**src/rtl/bch_parallel_encoder.sv**
```systemverilog
// Systematic BCH encoder: DataWidth-bit unrolled LFSR, message pass-through then parity.
// Optional BCH_ENC_ABORT_EN adds iAbort to discard the current codeword.
module bch_parallel_encoder #(
  parameter int DataWidth     = 8,
  parameter int ParityLength  = 168,
  parameter int MessageLength = 8192,
  parameter logic [0:ParityLength] GenPoly =
    169'b1100011001001101001001011010010000001010100100010101010000111100111110110010110000100000001101100011000011111011010100011001110110100011110100100001001101010100010111001
) (
  input  logic                 iClock,
  input  logic                 iReset,
`ifdef BCH_ENC_ABORT_EN
  input  logic                 iAbort,
`endif
  input  logic [DataWidth-1:0] iMessage,
  input  logic                 iMessageValid,
  output logic                 oMessageReady,
  output logic [DataWidth-1:0] oData,
  output logic                 oDataValid,
  input  logic                 iDataReady,
  output logic                 oParityPhase,
  output logic                 oLast
);

  localparam int MsgBeats = MessageLength / DataWidth;
  localparam int ParBeats = ParityLength / DataWidth;
  localparam int MaxLen =
    (MessageLength > ParityLength) ? MessageLength : ParityLength;
  localparam int CountWidth = $clog2(MaxLen / DataWidth + 1);
  localparam logic [CountWidth-1:0] MsgLastCount =
    CountWidth'(MsgBeats - 1);
  localparam logic [CountWidth-1:0] ParLastCount =
    CountWidth'(ParBeats - 1);

  typedef enum logic {
    StMsg,
    StParity
  } state_t;

  // Feedback taps x^0..x^(ParityLength-1); x^ParityLength is implicit.
  function automatic logic [ParityLength-1:0] tapsOf();
    logic [ParityLength-1:0] t;
    t = '0;
    for (int c = 0; c < ParityLength; c++) begin
      t[c] = GenPoly[c];
    end
    return t;
  endfunction

  localparam logic [ParityLength-1:0] Taps = tapsOf();

  function automatic logic [ParityLength-1:0] stepBeat(
    input logic [ParityLength-1:0] p,
    input logic [DataWidth-1:0]    d
  );
    logic [ParityLength-1:0] r;
    logic                    fb;
    r = p;
    for (int i = DataWidth - 1; i >= 0; i--) begin
      fb = d[i] ^ r[ParityLength-1];
      r  = {r[ParityLength-2:0], 1'b0};
      r  = r ^ ({ParityLength{fb}} & Taps);
    end
    return r;
  endfunction

  state_t                  state;
  state_t                  stateNext;
  logic [CountWidth-1:0]   count;
  logic [CountWidth-1:0]   countNext;
  logic [ParityLength-1:0] parity;
  logic [ParityLength-1:0] parityNext;
  logic                    kill;
  logic                    live;
  logic                    msgFire;
  logic                    parFire;

`ifdef BCH_ENC_ABORT_EN
  assign kill = iReset | iAbort;
`else
  assign kill = iReset;
`endif

  assign live    = ~kill;
  assign msgFire = live & (state == StMsg) & iMessageValid & iDataReady;
  assign parFire = live & (state == StParity) & iDataReady;

  always_ff @(posedge iClock) begin
    if (kill) begin
      state  <= StMsg;
      count  <= '0;
      parity <= '0;
    end else begin
      state  <= stateNext;
      count  <= countNext;
      parity <= parityNext;
    end
  end

  always_comb begin
    stateNext     = state;
    countNext     = count;
    parityNext    = parity;
    oMessageReady = 1'b0;
    oDataValid    = 1'b0;
    oParityPhase  = 1'b0;
    oLast         = 1'b0;
    oData         = parity[ParityLength-1 -: DataWidth];
    unique case (state)
      StMsg: begin
        oData = iMessage;
        if (live) begin
          oMessageReady = iDataReady;
          oDataValid    = iMessageValid;
        end
        if (msgFire) begin
          parityNext = stepBeat(parity, iMessage);
          countNext  = count + 1'b1;
          if (count == MsgLastCount) begin
            stateNext = StParity;
            countNext = '0;
          end
        end
      end
      StParity: begin
        if (live) begin
          oDataValid   = 1'b1;
          oParityPhase = 1'b1;
          oLast        = (count == ParLastCount);
        end
        if (parFire) begin
          parityNext = {parity[ParityLength-DataWidth-1:0],
                        {DataWidth{1'b0}}};
          countNext  = count + 1'b1;
          if (count == ParLastCount) begin
            parityNext = '0;
            countNext  = '0;
            stateNext  = StMsg;
          end
        end
      end
    endcase
  end

endmodule

```
**config.mk**
```make
export PLATFORM = sky130hd
export DESIGN_NAME = bch_parallel_encoder
export DESIGN_NICKNAME = d
export VERILOG_FILES = /design/src/rtl/bch_parallel_encoder.sv
export SDC_FILE = /design/constraint.sdc
export NUM_CORES = 1
export LEC_CHECK = 0
export BUFFER_PORTS_ARGS = -buffer_cell sky130_fd_sc_hd__buf_2
export CAP_MARGIN = 20
export CORE_MARGIN = 2
export CORE_UTILIZATION = 49
export DETAILED_ROUTE_END_ITERATION = 8
export PLACE_DENSITY = 0.65
export RECOVER_POWER = 100
export SETUP_SLACK_MARGIN = 0.2
export SLEW_MARGIN = 20
export SYNTH_ARGS = -nofsm -noshare
export SYNTH_HDL_FRONTEND = slang
export SYNTH_SLANG_ARGS = --single-unit
```
**constraint.sdc**
```tcl
create_clock -name iClock -period 7.6 [get_ports iClock]
set_clock_uncertainty 0.05 [all_clocks]
set_input_delay 0.38 -clock iClock [delete_from_list [all_inputs] [get_ports iClock]]
set_output_delay 0.38 -clock iClock [all_outputs]
set_load 0.01 [all_outputs]
```
==> results.sh <==
export IMPL_grt_pass1_vias=8408
export IMPL_final_cell_mix="dfxtp_1 (180), o21ai_0 (175), a21oi_1 (132)"
export IMPL_hold_class="input port to register"
export IMPL_cp_end_kind="output pin"
export IMPL_cp_top_family="buffers and inverters"
export IMPL_worst_slew_pin_slew_ns=3.04
export IMPL_worstSetupPathType="register to output pin"
export IMPL_place_gp_congestion=0.872
export IMPL_post_cts_buffers=0
export IMPL_cpMostUsedCell="clkbuf_1"
export IMPL_async_flop_share_pct=0
export IMPL_grt_use_total_pct=28.9
export IMPL_cts_tree="done"
export IMPL_syn_nets=1286
export IMPL_ant_nets=0
export IMPL_synth_cell_types=56
export IMPL_power_density_nw_per_um2=461
export IMPL_start_util_pct=49.7
export IMPL_synth_ff_type="dfxtp_1"
export IMPL_stdcell_area_um2=11300
export IMPL_synth_edf_count=0
export IMPL_postCtsHoldBufs=0
export IMPL_clkTransAtPathRegs_ns=0.07
export IMPL_nets=1251
export IMPL_drt_initial_drc_count=1031
export IMPL_rsz0062_at_grt="no"
export IMPL_die_h_um=150
export IMPL_numCtsBuffers=17
export IMPL_ir_worst_vdd_v=0.000239
export IMPL_start_kind="register"
export IMPL_yosys_area_top_type_share_pct=34.7
export IMPL_first_pass_iters=5
export IMPL_grt_start_max_net_pins=161
export IMPL_timing_final_ws_setup_ns=2.51
export IMPL_crit_path_top_delay_cell="clkbuf_1"
export IMPL_finalPower_mw=5.22
export IMPL_place_ws_ns=4.15
export IMPL_yosys_area_top_type="dfxtp_1"
export IMPL_synth_area_per_cell_um2=8.16
export IMPL_hold_ws_ns=0.279
export IMPL_cp_required_ns=7.17
export IMPL_crit_chain="inv_1 -> clkbuf_1 -> nor2_1 -> clkbuf_1"
export IMPL_clockRootBuffer="clkbuf_16"
export IMPL_portBuffers=23
export IMPL_final_setup_tns_ns=0
export IMPL_post_route_util_pct=54.1
export IMPL_die_area_um2=22400
export IMPL_final_common_cell="dfxtp_1"
export IMPL_clock_path_buffers=2
export IMPL_fmax_ghz=0.197
export IMPL_violations="max-capacitance violations, max-slew violations"
export IMPL_ctsResizeCount=0
export IMPL_grt_ovfl_total=0
export IMPL_via_count=9346
export IMPL_syn_area_um2=10400
export IMPL_period_needed_ns=5.09
export IMPL_n_antenna_cell=0
export IMPL_dp_cells=1492
export IMPL_area_growth_syn_to_layout_pct=9.01
export IMPL_final_hold_viol_count=0
export IMPL_p_leak_nw=4.49
export IMPL_status="finished with violations"
export IMPL_cts_sinks=180
export IMPL_critPathMaxStageDelay_ns=2.19
export IMPL_rows=53
export IMPL_drv_slew=178
export IMPL_period_share_pct=66.9
export IMPL_post_drt_via_cell_ratio=6.13
export IMPL_drv_cap=4
export IMPL_cp_num_buf_inv=3
export IMPL_clock_latency_ns=0.44
export IMPL_io_pins=24
export IMPL_synth_seq_area_share_pct=34.7
export IMPL_final_cells=1524
export IMPL_htreeDepth=4
export IMPL_slew_headroom_pct=-102
export IMPL_ys_ff_latch=180
export IMPL_route_detailed_drc=0
export IMPL_place_area_um2=10700
export IMPL_ys_warn_count=0
export IMPL_timing_critical_path_arrival_ns=4.66
export IMPL_hpwl_um=19700
export IMPL_critPathMaxFanout=60
export IMPL_ys_top_cells_by_area="dfxtp_1 (35%), o21ai_0 (8.2%), xnor2_1 (7.5%)"
export IMPL_final_setup_viol_count=0
export IMPL_antenna_found_initial=0
export IMPL_grt_pass1_wl_um=49400
export IMPL_routedWlPerCell_um=20.9
export IMPL_drive_above_1_share_pct=7.69
export IMPL_die_w_um=150
export IMPL_routed_wirelength_um=31900
export IMPL_synthCells=1272
export IMPL_fp_coreArea_um2=20900
[cells by family (layout without fill, tap and decap cells)]
logic type | Yosys count | in the layout | synth area share, %
flops | 180 | 180 | 34.7
simple gates | 335 | 335 | 14.3
fa+ha+maj | 2 | 2 | 0.241
mux | 21 | 21 | 2.16
xor+xnor | 177 | 177 | 18.9
buf+inv | 107 | 84 | 4.08
compound gates | 450 | 450 | 25.6
[area by class of cell]
type	instances	area [µm²]
fill	1952	9580
multi-input combinational	985	6440
sequential	180	3600
clock buffer	21	480
tap	275	344
timing repair buffer	46	264
clock inverter	10	146
inverter	7	26.3
[synth_stat cells, types with 14 or more instances]
master	number
a221o_1	14
a22oi_1	29
clkbuf_1	87
nor2_1	123
xnor2_1	89
dfxtp_1	180
xor2_1	56
a31oi_1	21
nand2_1	97
xnor3_1	18
nand3_1	26
a21o_1	21
a21oi_1	133
nor3_1	46
o21ai_0	171
[worst paths after layout]
path,from,end,slack (ns),cells past startpoint
hold / removal,iDataReady,state,0.28,3
hold reg to reg,parity[22],parity[30],0.41,1
setup reg to reg,state,parity[77],2.52,8
setup / recovery,state,oParityPhase,2.51,4
[routing by layer]
metal / routed length, µm / up-vias / share of wire [%] / GRT usage [%]
li1: - / 4448 / - / -
met1: 14300 / 4465 / 45 / 40.8
met2: 14600 / 380 / 46 / 44.3
met3: 2160 / 53 / 6.8 / 5.27
met4: 883 / 0 / 2.8 / 10.4
met5: 0 / - / 0 / 0
[flip-flops by register name, indices dropped and copies added, names as in the netlist]
signal  flops
state       1
count      11
parity    168
[where the power goes]
group / leakage, nW / switching, mW / internal (mW)
clock: 0.294 / 0.399 / 0.554
combinational: 2.72 / 1.76 / 1.26
sequential: 1.47 / 0.142 / 1.10
[worst register-to-register path: stages, from the launching register on]
cell	delay, ns
dfxtp_1	1.03
o211ai_1	0.52
clkbuf_1	1.76
buf_4	0.74
nor2_1	0.09
buf_4	0.29
nand2_1	0.12
nand2_1	0.05
a221o_1	0.31
(Power assumes the default switching activity.)
